==> src/rtl/spi_master_ctrl.sv <==
// spi_master_ctrl: SPI master sending 9-bit frames (rd/wr flag then 8 data bits, LSB first)
module spi_master_ctrl #(
    parameter int CLK_DIV = 4
) (
    input  logic       clk,
    input  logic       i_reset,
    input  logic       cmd_valid,
    output logic       cmd_ready,
    input  logic       cmd_rd,
    input  logic [7:0] cmd_wdata,
    output logic       rsp_valid,
    output logic [7:0] rsp_rdata,
    output logic       busy,
    output logic       sclk,
    output logic       cs,
    output logic       mosi,
    input  logic       miso
);
    localparam int DW = (CLK_DIV > 1) ? $clog2(CLK_DIV) : 1;
    localparam logic [DW-1:0] DIV_LAST = DW'(CLK_DIV - 1);
    localparam logic [2:0] IDLE     = 3'd0;
    localparam logic [2:0] SETUP    = 3'd1;
    localparam logic [2:0] SHIFT_HI = 3'd2;
    localparam logic [2:0] SHIFT_LO = 3'd3;
    localparam logic [2:0] HOLD     = 3'd4;
    localparam logic [2:0] DONE     = 3'd5;
    localparam logic [2:0] GAP      = 3'd6;
    logic [2:0]    state_q, state_d;
    logic [DW-1:0] div_q, div_d;
    logic [3:0]    bit_q, bit_d;
    logic          rd_q, rd_d;
    logic [7:0]    wdata_q, wdata_d;
    logic [7:0]    rx_q, rx_d;
    logic [7:0]    rdata_q, rdata_d;
    logic          rsp_q, rsp_d;
    logic          cs_q, cs_d;
    logic          sclk_q, sclk_d;
    logic          mosi_q, mosi_d;
    logic          last;
    // Frame sequencing; pin values are computed from the next state so the pins come straight from flops
    always_comb begin
        last    = div_q == DIV_LAST;
        state_d = state_q;
        bit_d   = bit_q;
        rd_d    = rd_q;
        wdata_d = wdata_q;
        rx_d    = rx_q;
        mosi_d  = mosi_q;
        rdata_d = (state_q == DONE && rd_q) ? rx_q : rdata_q;
        case (state_q)
            IDLE: begin
                if (cmd_valid) begin
                    state_d = SETUP;
                    rd_d    = cmd_rd;
                    wdata_d = cmd_wdata;
                    bit_d   = '0;
                    mosi_d  = cmd_rd;
                end
            end
            SETUP:    state_d = last ? SHIFT_HI : state_q;
            SHIFT_HI: begin
                if (last) begin
                    state_d = (bit_q == 4'd8) ? HOLD : SHIFT_LO;
                    bit_d   = bit_q + 4'd1;
                    mosi_d  = (rd_q || bit_q == 4'd8) ? 1'b0 : wdata_q[bit_q[2:0]];
                    if (rd_q && bit_q != 4'd8) rx_d[bit_q[2:0]] = miso;
                end
            end
            SHIFT_LO: state_d = last ? SHIFT_HI : state_q;
            HOLD:     state_d = last ? DONE : state_q;
            DONE:     state_d = GAP;
            GAP:      state_d = last ? IDLE : state_q;
            default:  state_d = IDLE;
        endcase
        div_d  = (state_d != state_q || state_q == IDLE) ? '0 : div_q + DW'(1);
        cs_d   = state_d == IDLE || state_d == DONE || state_d == GAP;
        sclk_d = state_d == SHIFT_HI;
        rsp_d  = state_q == DONE;
    end
    // State and pin registers; reset aborts any frame immediately
    always_ff @(posedge clk or posedge i_reset) begin
        if (i_reset) begin
            state_q <= IDLE;
            div_q   <= '0;
            bit_q   <= '0;
            rd_q    <= 1'b0;
            wdata_q <= '0;
            rx_q    <= '0;
            rdata_q <= '0;
            rsp_q   <= 1'b0;
            cs_q    <= 1'b1;
            sclk_q  <= 1'b0;
            mosi_q  <= 1'b0;
        end else begin
            state_q <= state_d;
            div_q   <= div_d;
            bit_q   <= bit_d;
            rd_q    <= rd_d;
            wdata_q <= wdata_d;
            rx_q    <= rx_d;
            rdata_q <= rdata_d;
            rsp_q   <= rsp_d;
            cs_q    <= cs_d;
            sclk_q  <= sclk_d;
            mosi_q  <= mosi_d;
        end
    end
    assign cmd_ready = state_q == IDLE && !i_reset;
    assign busy      = state_q != IDLE;
    assign rsp_valid = rsp_q;
    assign rsp_rdata = rdata_q;
    assign cs        = cs_q;
    assign sclk      = sclk_q;
    assign mosi      = mosi_q;
endmodule

==> config.mk <==
export PLATFORM = sky130hd
export DESIGN_NAME = spi_master_ctrl
export DESIGN_NICKNAME = d
export VERILOG_FILES = /design/src/rtl/spi_master_ctrl.sv
export SDC_FILE = /design/constraint.sdc
export NUM_CORES = 1
export LEC_CHECK = 0
export CAP_MARGIN = 20
export CELL_PAD_IN_SITES_DETAIL_PLACEMENT = 1
export CELL_PAD_IN_SITES_GLOBAL_PLACEMENT = 2
export CORE_MARGIN = 5
export CORE_UTILIZATION = 35
export DETAILED_ROUTE_END_ITERATION = 6
export PLACE_DENSITY_LB_ADDON = 0.1
export SLEW_MARGIN = 30
export SYNTH_ARGS = -nofsm -noshare
export SYNTH_HDL_FRONTEND = slang
export SYNTH_SLANG_ARGS = --single-unit
export TNS_END_PERCENT = 5
==> constraint.sdc <==
create_clock -name clk -period 2.8 [get_ports clk]
set_clock_uncertainty 0.15 [all_clocks]
set_input_delay 0.56 -clock clk [delete_from_list [all_inputs] [get_ports clk]]
set_output_delay 0.56 -clock clk [all_outputs]
set_load 0.005 [all_outputs]
Word level (Yosys, flattened, before mapping)
Cells that the tools add are included.
{"block": "classes", "addsub": 2, "mux": 20, "n_eq_ne": 15, "reduce_logical": 17, "order_cmp": 2}
{"op": "two-way mux 3 bit", "count": 6}
{"op": "one-hot mux 3 bit (6 select lines)", "count": 1}
{"op": "== test 3 bit (second input constant)", "count": 5}
{"op": "== test 3 x 2 -> 1 bit (second input constant)", "count": 3}
{"op": "bitwise mux 8 bit", "count": 1}
{"op": "two-way mux 4 bit", "count": 2}
{"op": "one-hot mux 4 bit (2 select lines)", "count": 1}
{"op": "zero test 3 bit", "count": 2}
{"op": "AND reduction 3 bit", "count": 2}
{"op": "two-way mux 1 bit", "count": 5}
{"op": "adder 4 x 1 -> 4 bit (second input constant)", "count": 1}
{"op": "== test 4 bit (second input constant)", "count": 1}
{"op": "logical AND 1 bit", "count": 4}
{"op": "logical OR 1 bit", "count": 4}
{"op": "less-than comparator 3 x 4 -> 1 bit (second input constant)", "count": 1}
{"op": "!= test 2 bit (second input constant)", "count": 2}
{"op": "!= test 4 bit (second input constant)", "count": 1}
{"op": "binary-select mux 1 bit (select 3 bit)", "count": 1}
{"op": "demux 1 bit (select 3 bit)", "count": 1}
{"op": "== test 3 x 1 -> 1 bit (second input constant)", "count": 1}
{"op": "greater-or-equal comparator 3 x 1 -> 1 bit (second input constant)", "count": 1}
{"op": "!= test 3 bit", "count": 1}
{"op": "nonzero test 3 bit", "count": 1}
{"op": "adder 2 x 1 -> 2 bit (second input constant)", "count": 1}
{"op": "7 further kinds", "count": 7}
{"block": "word_totals", "register_bits": 38, "elab_cells": 67}

Logic depth before layout (Yosys ltp)
Gate-level depths: netlist of the first run.
{"block": "depth", "depth_word": 7, "mapped_depth": 8, "mapped_depth_nobuf": 6}

Worst setup path after synthesis of the first run
No wires, ideal clock.
{"block": "synth_path", "path_kind": "register to register", "start": "register bit_q[0]", "end": "register rx_q[3]", "required_time_ps": 2522, "path_stages_with_launch": 9, "t_arrival_ps": 1880, "n_path_buf": 2, "synth_period_minus_slack_ps": 2158, "path_slack_ps": 642, "setup_time_ps": 128, "path_cell_list": "dfrtp_1 > clkbuf_1 > inv_1 > ha_1 > and3b_1 > clkbuf_1 > or3_1 > nor2_1 > mux2_1"}
{"block": "synth_via", "elab_chain_cells": 5, "word_cells_on_any_way": 9, "classes_between": "order compare (2); eq/ne (1); mux (3); reduce/logical (3)"}
{"item": "start, declared", "line_no": "30", "text": "logic [3:0] bit_q, bit_d;"}
{"item": "start signal, assigned", "line_no": "97", "text": "bit_q <= bit_d;"}
{"item": "less-than comparator 3 x 4 -> 1 bit (not written as such) / greater-or-equal comparator 3 x 1 -> 1 bit (equally long branches)", "line_no": "66", "text": "if (rd_q && bit_q != 4'd8) rx_d[bit_q[2:0]] = miso;"}
{"item": "logical AND 1 bit (not written as such)", "line_no": "66"}
{"item": "two-way mux 1 bit (not written as such)", "line_no": "66"}
{"item": "demux 1 bit (select 3 bit)", "line_no": "66"}
{"item": "bitwise mux 8 bit", "line_no": "66"}
{"item": "end signal, assigned", "line_no": "100", "text": "rx_q <= rx_d;"}
{"item": "end, declared", "line_no": "33", "text": "logic [7:0] rx_q, rx_d;"}
Several ways; a longest one is shown, not always the timed one.
A chain may end at the register's enable or synchronous reset.

Worst setup path in the final report of the first run
{"block": "layout_path", "start": "register state_q[1]", "end": "output cmd_ready"}
{"block": "layout_via", "elab_chain_cells": 2}
{"item": "start, declared", "line_no": "28", "text": "logic [2:0] state_q, state_d;"}
{"item": "start signal, assigned", "line_no": "95", "text": "state_q <= state_d;"}
{"item": "zero test 3 bit", "line_no": "108", "text": "assign cmd_ready = state_q == IDLE && !i_reset;"}
{"item": "logical AND 1 bit", "line_no": "108"}
{"item": "end, declared", "line_no": "8", "text": "output logic cmd_ready,"}
No other way between the ends.

==> reports/qor.txt, run 1 <==
outcome - finished clean
largest cells by area after synthesis - dfrtp_1 (51%), mux2_1 (15%), ha_1 (2.8%), nand2_1 (2.1%), o21ai_0 (1.9%)
sequential area share after synthesis - 52.6%
final net count - 201
R2R Setup Slk - 0.55 ns
final setup fails - 0
YS warnings - 0
top-area cell type share of the netlist area - 51.2%
ys async rst share - 100%
core area - 5070 um^2
ys flop type - dfrtp_1
hold_buf cts - 0
worst slack, placed - 0.483 ns
Hold Path Class - reg -> reg
maximum number of pins on one net before global-route repair - 39
post-cts sizing count - 0
fill count - 570
Root Driver - clkbuf_8
vias post-DR - 1,292
WS Path Type - reg -> out
Max-slew headroom - 68.0%
crit path DAT - 1.80 ns
actual slew at the worst max-slew pin - 0.479 ns
number of global-route vias before repair - 1,463
first-pass GRT wire length - 6900 um
multi-input logic area - 798 um^2
worst reg2reg path depth - 6
TritonCTS clock tree - built
RSZ-0062 raised after global routing - false
gpl congestion - 0.716
Final HPWL DP - 2770 um
flip-flop and latch count after synthesis - 38
Die Footprint - 6710 um^2
VDD IR max - 322 uV
Die Y-Extent - 81.9 um
largest stage delay on the critical path - 0.54 ns
final antenna-violating net count - 0
Syn Nets - 172
CTS buffer count - 5
Post-synth EDFFs - 0
Peak Freq - 0.399 GHz
Site Rows - 26
ANT cells - 0
Max Slew Vio Count - 0
clock buffer depth - 2
area grow syn2layout - 23.7%
met3 global-route usage - 3.95%
share of cells above drive strength 1 - 9.24%
Cells after Synth - 155
Max-cap violations - 0
Setup crit end kind - output port
Worst path slowest cell - dfrtp_1
Post-route DRC - 0
storage element area - 952 um^2
data required time at the worst endpoint - 2.09 ns
Netlist Area Pre-Place - 1810 um^2
final worst-path cycle share - 89.6%
P_leak - 0.966 nW
Top Ports - 27
CTS H-Tree Depth - 2
Syn Area/Cell - 11.7 um^2
count of different cell masters after synthesis - 39
Total GRT Usage - 13.3%
clk sinks - 38
hold depth - 1
Setup Buffers After CTS - 0
Worst Slack Setup Final - 0.291 ns
drt first pass iters - 3
CP Max Fanout - 16
fin crit period - 2.51 ns
clk slew on worst S/H paths - 0.06 ns
Avg WL per Cell - 15.1 um
chip width - 81.9 um
power density over cell area - 790 nW/um^2
IO buf count - 26
initial core utilization - 35.7%
crit path cell chain - or3_1 -> nor2_1 -> clkdlybuf4s50_1
met2 usage in global routing - 23.3%
Worst-Skew Late Latency - 0.28 ns
antenna violations before repair - 0
1st-iter DRT viols - 56
global routing usage on met1 - 15.8%
global route hottest layer - met2
final hold violations - 0
Synth area leader - dfrtp_1
total grt overflow - 0
Setup crit start kind - flop
TNS Setup - 0 ns
Avg Vias per Cell - 5.09
routed wire length - 3840 um
==> synth_stat cells, drive strengths merged (2+ instances only) <==
cell and count:
dfrtp 37, mux2 24, o21ai 11, nand2 10, nor2 8, clkbuf 7, inv 6, a21oi 4
ha 4, nand4 4, nor3 4, a211oi 2, a22o 2, and3b 2, buf 2, mux2i 2
nand3 2, nor2b 2, nor3b 2, or3 2, xor2 2
==> cell type report <==
type,instances,share of cell area (%)
inverter,6,1.01
timing repair buffer,31,13.3
clock inverter,2,0.447
multi-input combinational,102,35.7
clock buffer,5,3.08
sequential,38,42.6
tap,70,3.91
==> metrics by stage <==
stage          area, um^2  cells  power, W  hold slack, ns  utilization [%]
3_5_place_dp         2160    247   0.00145           0.320             42.5
5_1_grt              2240    254   0.00192           0.349             44.1
2_1_floorplan        1810    155   0.00120           0.287                -
4_1_cts              2240    254   0.00181           0.336             44.1
6_report             2240    254   0.00177           0.324             44.1
3_3_place_gp         2160    247   0.00141           0.300             42.5
==> sequential cells by signal (all words and copies together), names as in the netlist <==
signal and count:
state_q 3, bit_q 4, rsp_rdata 8, rx_q 8
rd_q 1, cs 1, wdata_q 8, mosi 1
rsp_valid 1, div_q 2, sclk 1
==> routing by layer <==
layer  wire length (um)  vias to the layer above
met2               1930                       24
met4                 49                        0
met5                  0                        -
met3                132                        5
li1                   -                      610
met1               1730                      653
==> final timing paths <==
check / from / end
worst max register to register: bit_q[0] / rx_q[3]
worst max-delay path: state_q[1] / cmd_ready
worst min register to register: div_q[0] / div_q[0]
min in group asynchronous: i_reset / rx_q[2]
max in group asynchronous: i_reset / cs
worst min-delay path: div_q[0] / div_q[0]
==> cell families (layout without fill, tap and decap cells) <==
family	count (synthesis)	count (layout)	share of synthesized area (%)
mux	27	27	17.3
fa+ha+maj	4	4	2.77
compound gates	23	23	7.88
xor+xnor	3	3	1.45
simple gates	45	45	14.7
buf+inv	15	44	3.25
flops	38	38	52.6
==> power breakdown <==
part           switching [W]  total [W]  leakage (nW)  internal [W]
Sequential          0.000120   0.000822         0.486      0.000702
Combinational       0.000287   0.000601         0.437      0.000314
Clock               0.000178   0.000344        0.0438      0.000167
==> critical path: cells and delay by family (launching register included) <==
family,cells,cell delay [ns]
buffers and inverters,1,0.50
DFF,1,0.54
and+or+nand+nor,2,0.48
==> cells in the final DEF, fill, tap and decap left out, types with 4 or more instances in the layout <==
cell type,instances
o21ai_1,4
nor3_1,4
ha_1,4
buf_4,5
nand2_1,10
nand4_1,4
nor2_1,8
mux2_1,24
a21oi_1,4
clkbuf_8,5
o21ai_0,7
clkdlybuf4s50_1,26
dfrtp_1,37
inv_1,6
(Power assumes the default switching activity.)
==> run 2: changes to the inputs <==
--- a/config.mk
+++ b/config.mk
@@ -10,6 +10,7 @@
 export CELL_PAD_IN_SITES_GLOBAL_PLACEMENT = 2
 export CORE_MARGIN = 5
 export CORE_UTILIZATION = 35
+export CTS_CLUSTER_DIAMETER = 150
 export DETAILED_ROUTE_END_ITERATION = 6
 export PLACE_DENSITY_LB_ADDON = 0.1
 export SLEW_MARGIN = 30
==> results of run 2 <==
The final DEF is identical to that of run 1; final timing and power are the same.
